**config.mk**
```make
export PLATFORM = sky130hd
export DESIGN_NAME = gshare_index_unit_flat
export DESIGN_NICKNAME = d
export VERILOG_FILES = /design/src/rtl/gshare_index_unit_if.sv /design/src/rtl/gshare_index_unit.sv /design/src/flat_wrapper.sv
export SDC_FILE = /design/constraint.sdc
export NUM_CORES = 1
export LEC_CHECK = 0
export CAP_MARGIN = 20
export CORE_MARGIN = 2
export CORE_UTILIZATION = 35
export DETAILED_ROUTE_END_ITERATION = 7
export DONT_BUFFER_PORTS = 1
export PLACE_DENSITY = 0.5
export SYNTH_ARGS = -nofsm -noshare
export SYNTH_HDL_FRONTEND = slang
export SYNTH_SLANG_ARGS = --single-unit
```
**constraint.sdc**
```tcl
create_clock -name clk -period 4.3 [get_ports clk]
set_input_delay 0.86 -clock clk [delete_from_list [all_inputs] [get_ports clk]]
set_output_delay 0.86 -clock clk [all_outputs]
set_load 0.005 [all_outputs]
```
**src/rtl/gshare_index_unit_if.sv**
```systemverilog
// rtl/gshare_index_unit_if.sv - fetch/resolve bundle for the gshare index unit
//
// Purpose: groups the fetch-side lookup and resolve-side update signals.
// Ports (signals):
//   fetch_valid, fetch_is_branch, fetch_pc, pred_taken   fetch side, into unit
//   addr, full                                           fetch side, from unit
//   resolve_valid, resolve_taken, resolve_mispredict     resolve side, into unit
//   past, taken2, upd_valid, resolve_err                 update side, from unit
// Modports: master drives the unit (fetch/resolve logic), slave is the unit.
interface gshare_index_unit_if #(
  parameter int HIST_W = 12
);
  logic              fetch_valid;
  logic              fetch_is_branch;
  logic [31:0]       fetch_pc;
  logic              pred_taken;
  logic [HIST_W-1:0] addr;
  logic              full;
  logic              resolve_valid;
  logic              resolve_taken;
  logic              resolve_mispredict;
  logic [HIST_W-1:0] past;
  logic              taken2;
  logic              upd_valid;
  logic              resolve_err;

  modport master (
    output fetch_valid, fetch_is_branch, fetch_pc, pred_taken,
    output resolve_valid, resolve_taken, resolve_mispredict,
    input  addr, full, past, taken2, upd_valid, resolve_err
  );

  modport slave (
    input  fetch_valid, fetch_is_branch, fetch_pc, pred_taken,
    input  resolve_valid, resolve_taken, resolve_mispredict,
    output addr, full, past, taken2, upd_valid, resolve_err
  );
endinterface

```
**src/rtl/gshare_index_unit.sv**
```systemverilog
// rtl/gshare_index_unit.sv - gshare index generator with in-flight branch queue
//
// Purpose: forms the pattern-table index as PC XOR speculative global history,
// remembers the index of every in-flight conditional branch, and hands it back
// with the real outcome when that branch resolves. A mispredict rebuilds the
// speculative history from the architectural one and drops all younger entries.
// Ports:
//   clk   in  clock, all state on rising edge
//   rst   in  synchronous active-high reset
//   bus   slave modport of gshare_index_unit_if (fetch, resolve, update signals)
module gshare_index_unit #(
  parameter int HIST_W = 12,
  parameter int DEPTH  = 4
) (
  input logic             clk,
  input logic             rst,
  gshare_index_unit_if.slave bus
);
  localparam int PTR_W = $clog2(DEPTH);
  localparam logic [PTR_W:0]   FULL_CNT = (PTR_W+1)'(DEPTH);
  localparam logic [PTR_W-1:0] PTR_ONE  = PTR_W'(1);
  localparam logic [PTR_W:0]   CNT_ONE  = (PTR_W+1)'(1);

  logic [HIST_W-1:0] r_spec_ghr;
  logic [HIST_W-1:0] r_arch_ghr;
  logic [PTR_W-1:0]  r_head;
  logic [PTR_W-1:0]  r_tail;
  logic [PTR_W:0]    r_count;
  logic [HIST_W-1:0] r_queue [DEPTH];
  logic [HIST_W-1:0] r_past;
  logic              r_taken2;
  logic              r_upd_valid;
  logic              r_resolve_err;

  logic [HIST_W-1:0] w_addr;
  logic              w_full;
  logic              w_pop;
  logic              w_flush;
  logic              w_push;
  logic [PTR_W:0]    w_count_nxt;
  logic              w_unused_bits;

  assign w_addr = bus.fetch_pc[HIST_W+1:2] ^ r_spec_ghr;
  assign w_full = (r_count == FULL_CNT);

  // A pop frees a slot on the same edge, so a push alongside a resolve is
  // accepted even when full. A mispredict squashes the same-cycle push.
  assign w_pop   = bus.resolve_valid & (r_count != '0);
  assign w_flush = w_pop & bus.resolve_mispredict;
  assign w_push  = bus.fetch_valid & bus.fetch_is_branch & (~w_full | w_pop) & ~w_flush;

  always_comb begin
    w_count_nxt = r_count;
    if (w_flush) begin
      w_count_nxt = '0;
    end else if (w_push && !w_pop) begin
      w_count_nxt = r_count + CNT_ONE;
    end else if (w_pop && !w_push) begin
      w_count_nxt = r_count - CNT_ONE;
    end
  end

  always_ff @(posedge clk) begin
    if (rst) begin
      r_spec_ghr    <= '0;
      r_arch_ghr    <= '0;
      r_head        <= '0;
      r_tail        <= '0;
      r_count       <= '0;
      r_past        <= '0;
      r_taken2      <= 1'b0;
      r_upd_valid   <= 1'b0;
      r_resolve_err <= 1'b0;
    end else begin
      r_count     <= w_count_nxt;
      r_upd_valid <= w_pop;
      if (w_push) begin
        r_tail <= r_tail + PTR_ONE;
      end
      if (w_flush) begin
        // Tail is untouched because the same-cycle push was squashed.
        r_head <= r_tail;
      end else if (w_pop) begin
        r_head <= r_head + PTR_ONE;
      end
      if (w_pop) begin
        r_past     <= r_queue[r_head];
        r_taken2   <= bus.resolve_taken;
        r_arch_ghr <= {r_arch_ghr[HIST_W-2:0], bus.resolve_taken};
      end
      if (w_flush) begin
        r_spec_ghr <= {r_arch_ghr[HIST_W-2:0], bus.resolve_taken};
      end else if (w_push) begin
        r_spec_ghr <= {r_spec_ghr[HIST_W-2:0], bus.pred_taken};
      end
      if (bus.resolve_valid && (r_count == '0)) begin
        r_resolve_err <= 1'b1;
      end
    end
  end

  // Queue storage needs no reset: count/pointers define which slots are live.
  always_ff @(posedge clk) begin
    if (!rst && w_push) begin
      r_queue[r_tail] <= w_addr;
    end
  end

  assign w_unused_bits = ^{bus.fetch_pc[31:HIST_W+2], bus.fetch_pc[1:0], r_arch_ghr[HIST_W-1]};

  assign bus.addr        = w_addr;
  assign bus.full        = w_full;
  assign bus.past        = r_past;
  assign bus.taken2      = r_taken2;
  assign bus.upd_valid   = r_upd_valid;
  assign bus.resolve_err = r_resolve_err;
endmodule

```
**src/flat_wrapper.sv**
```systemverilog
// flat-port wrapper written by rule: the top's interface ports become plain ports
module gshare_index_unit_flat 
#(
  parameter int HIST_W = 12,
  parameter int DEPTH  = 4
)
  (clk, rst, bus_fetch_valid, bus_fetch_is_branch, bus_fetch_pc, bus_pred_taken, bus_resolve_valid, bus_resolve_taken, bus_resolve_mispredict, bus_addr, bus_full, bus_past, bus_taken2, bus_upd_valid, bus_resolve_err);
  gshare_index_unit_if #(.HIST_W(HIST_W)) bus_i ();
  input logic clk;
  input logic rst;
  input wire logic [$bits(bus_i.fetch_valid)-1:0] bus_fetch_valid;
  input wire logic [$bits(bus_i.fetch_is_branch)-1:0] bus_fetch_is_branch;
  input wire logic [$bits(bus_i.fetch_pc)-1:0] bus_fetch_pc;
  input wire logic [$bits(bus_i.pred_taken)-1:0] bus_pred_taken;
  input wire logic [$bits(bus_i.resolve_valid)-1:0] bus_resolve_valid;
  input wire logic [$bits(bus_i.resolve_taken)-1:0] bus_resolve_taken;
  input wire logic [$bits(bus_i.resolve_mispredict)-1:0] bus_resolve_mispredict;
  output wire logic [$bits(bus_i.addr)-1:0] bus_addr;
  output wire logic [$bits(bus_i.full)-1:0] bus_full;
  output wire logic [$bits(bus_i.past)-1:0] bus_past;
  output wire logic [$bits(bus_i.taken2)-1:0] bus_taken2;
  output wire logic [$bits(bus_i.upd_valid)-1:0] bus_upd_valid;
  output wire logic [$bits(bus_i.resolve_err)-1:0] bus_resolve_err;
  assign bus_i.fetch_valid = bus_fetch_valid;
  assign bus_i.fetch_is_branch = bus_fetch_is_branch;
  assign bus_i.fetch_pc = bus_fetch_pc;
  assign bus_i.pred_taken = bus_pred_taken;
  assign bus_i.resolve_valid = bus_resolve_valid;
  assign bus_i.resolve_taken = bus_resolve_taken;
  assign bus_i.resolve_mispredict = bus_resolve_mispredict;
  assign bus_addr = bus_i.addr;
  assign bus_full = bus_i.full;
  assign bus_past = bus_i.past;
  assign bus_taken2 = bus_i.taken2;
  assign bus_upd_valid = bus_i.upd_valid;
  assign bus_resolve_err = bus_i.resolve_err;
  gshare_index_unit #(.HIST_W(HIST_W), .DEPTH(DEPTH)) u_core (.clk(clk), .rst(rst), .bus(bus_i));
endmodule
```
==> flow_summary.json <==
{
  "status": "finished, final reports clean",
  "synthMuxAreaShare_pct": 7.94,
  "worstSetupStartpointType": "flop",
  "crit_path_max_fanout": 27,
  "cp_top_family": "buffers and inverters",
  "numPortBuffers": 0,
  "end_kind": "flop",
  "crit_buf_inv": 3,
  "synth_top_family_by_area": "compound AO/OA/AOI/OAI gates",
  "hold_path_class": "flop to flop",
  "layout_common_cells": "nand2_1, edfxtp_1, dfxtp_1",
  "syn_inst": 307,
  "wl_per_cell_um": 18.6,
  "yosysSeqAreaShare_pct": 61.1,
  "post-route-period-util_pct": 66.9,
  "synth_simple_gate_area_share_pct": 10.7,
  "synth_compound_area_share_pct": 11.7,
  "grt_pass1_wl_um": 12700,
  "routabilityCongestion": 0.700,
  "core_um2": 10700,
  "insertion_delay_ps": 360,
  "fin_tns_setup_ps": 0,
  "hold_buffers": 0,
  "setup_violations": 0,
  "area_growth_pct": 7.28,
  "power_leakage_nw": 1.33,
  "vias": 2326,
  "cts_buffers": 9,
  "ir_drop_mv": 0.342,
  "grt_max_degree": 46,
  "layout.area.seq_um2": 2320,
  "clock.fmax_mhz": 348,
  "grt_pass1_vias": 2230,
  "final_common_cell": "nand2_1",
  "die-height_um": 108,
  "cts_tree": "built",
  "initial_core_util_pct": 35.5,
  "n_antenna_cell": 0,
  "grtUsageTotal_pct": 14.6,
  "synthesis.nets": 353,
  "dieArea_um2": 11700,
  "hpwl_um": 5190,
  "cts_max_level": 3,
  "gr-total-overflow": 0,
  "antenna_found_initial": 0,
  "cp.required_ps": 4590,
  "max_slew_margin_pct": 31.5,
  "syn_area_um2": 3800,
  "slowest_stage": "dfxtp_1",
  "post_dp_cell_area_um2": 3880,
  "avgSynthCellArea_um2": 12.4,
  "worst_ep_arrival_time_ps": 3170,
  "synth_xor_area_share_pct": 3.23,
  "rows": 38,
  "first_pass_iters": 4,
  "cp_slowest_stage_delay_ps": 450,
  "yosysUniqueCellTypes": 36,
  "fillCellCount": 1049,
  "clock_skew_ps": 9.30,
  "ios": 68,
  "ant_nets": 0,
  "drive_above_1_share_pct": 11.6,
  "final_nets": 344,
  "hold_viol_final": 0,
  "worstPathCellList": "o31a_1 > buf_4 > inv_2 > ha_1 > inv_1 > fa_1 > xor2_1 > or3_1 > a21oi_1",
  "fp.dieW_um": 108,
  "yosys_warnings": 0,
  "drv_cap": 0,
  "cts.clk_slew.worst_paths_ps": 100,
  "worst_pin_slew_ps": 1030,
  "slew_viol_final": 0,
  "power_density_nw_per_um2": 539,
  "cts_num_sinks": 92,
  "clock_path_buffers": 2,
  "final_area_um2": 4080,
  "drc": 0,
  "ys_ff_latch": 92,
  "routed_wl_um": 8260,
  "min_period_ps": 2880,
  "synthAdderAreaFrac_pct": 2.17,
  "crit_type": "flop to flop",
  "multi_input_area_um2": 1360,
  "via_per_inst": 5.25,
  "cts_root_buf": "clkbuf_8",
  "drt_iter0_markers": 156,
  "rsz0062_at_grt": "no",
  "cts_setup_buffers": 0,
  "cts_repair_resize_count": 0
}
cell usage after synthesis, drive strengths merged:
master,count,area (um^2)
nor4b,2,32.5
o311a,1,10.0
o31a,1,8.76
and3,4,25.0
o21ai,15,75.1
nand3,1,5.00
mux2,1,11.3
nand2,49,184
dfxtp,44,881
mux2i,2,20.0
buf,11,66.3
clkbuf,10,38.8
or4b,1,13.8
nand2b,3,18.8
or3,1,6.26
and2,1,6.26
nor2,22,82.6
fa,1,20.0
nor3,1,16.3
o311ai,1,16.3
xor2,14,123
mux4,12,270
ha,5,62.6
nor3b,2,15.0
edfxtp,48,1440
a41oi,12,113
a31oi,1,6.26
a211oi,12,90.1
a21oi,25,125
inv,4,15.0
sequential cells by signal (all words and copies together), names as in the netlist:
name                    count
u_core.bus.upd_valid        1
u_core.r_head               2
u_core.bus.past            12
u_core.bus.resolve_err      1
u_core.r_queue             48
u_core.r_tail               2
u_core.r_spec_ghr          12
u_core.r_arch_ghr          11
u_core.r_count              3
cells by family (layout without fill, tap and decap cells):
| logic type | after synthesis | count (layout) |
|---|---|---|
| compound gates | 68 | 68 |
| xor+xnor | 14 | 14 |
| fa+ha+maj | 6 | 6 |
| buf+inv | 25 | 21 |
| flops | 92 | 92 |
| mux | 15 | 15 |
| simple gates | 87 | 87 |
per-layer routing:
layer / routed length, um / track usage (%) / up-vias
met5: 0 / 0 / -
met4: 125 / 6.68 / 0
met3: 484 / 3.32 / 10
met2: 3800 / 21.8 / 77
met1: 3850 / 20.2 / 1131
li1: - / - / 1108
cell type report:
cell class	instances	area share, %
clock buffers	9	3.04
repair buffers	1	0.184
well taps	140	4.30
clock inverters	7	1.84
inverters	4	0.368
multi-input cells	190	33.3
flip-flops and latches	92	57.0
per-stage QoR:
step | std cells | setup slack [ps] | hold slack, ps | util [%] | total power [W]
3_5_place_dp | 427 | 1230 | 452 | 36.2 | 0.00163
6_report | 443 | 1420 | 463 | 38.1 | 0.00220
2_1_floorplan | 307 | 1720 | 437 | - | 0.00152
3_3_place_gp | 427 | 1290 | 443 | 36.2 | 0.00162
5_1_grt | 443 | 1270 | 483 | 38.1 | 0.00232
4_1_cts | 443 | 1390 | 467 | 38.1 | 0.00222
where the power goes:
group          switching, W  total (W)  internal [W]
clock network      0.000325   0.000599      0.000273
registers          0.000117    0.00115       0.00104
logic              0.000271   0.000444      0.000172
worst register-to-register path, delay by kind of cell (launching register included):
family                   cells  cell delay, ps
XOR/XNOR                     1             160
adder cells (fa/ha/maj)      2             660
AO/OA/AOI/OAI                2             500
buffers and inverters        3             750
flip-flops                   1             450
AND/OR/NAND/NOR              1             300
worst paths after layout:
check                        startpoint                    end  slack, ps  cells after the start
setup / recovery      u_core.r_count[0]      u_core.r_count[2]       1420                      9
hold / removal    u_core.r_arch_ghr[10]  u_core.r_arch_ghr[10]        460                      2
setup reg to reg      u_core.r_count[0]      u_core.r_count[2]       1420                      9
hold reg to reg   u_core.r_arch_ghr[10]  u_core.r_arch_ghr[10]        460                      2
Power figures use the tool's default switching activity.
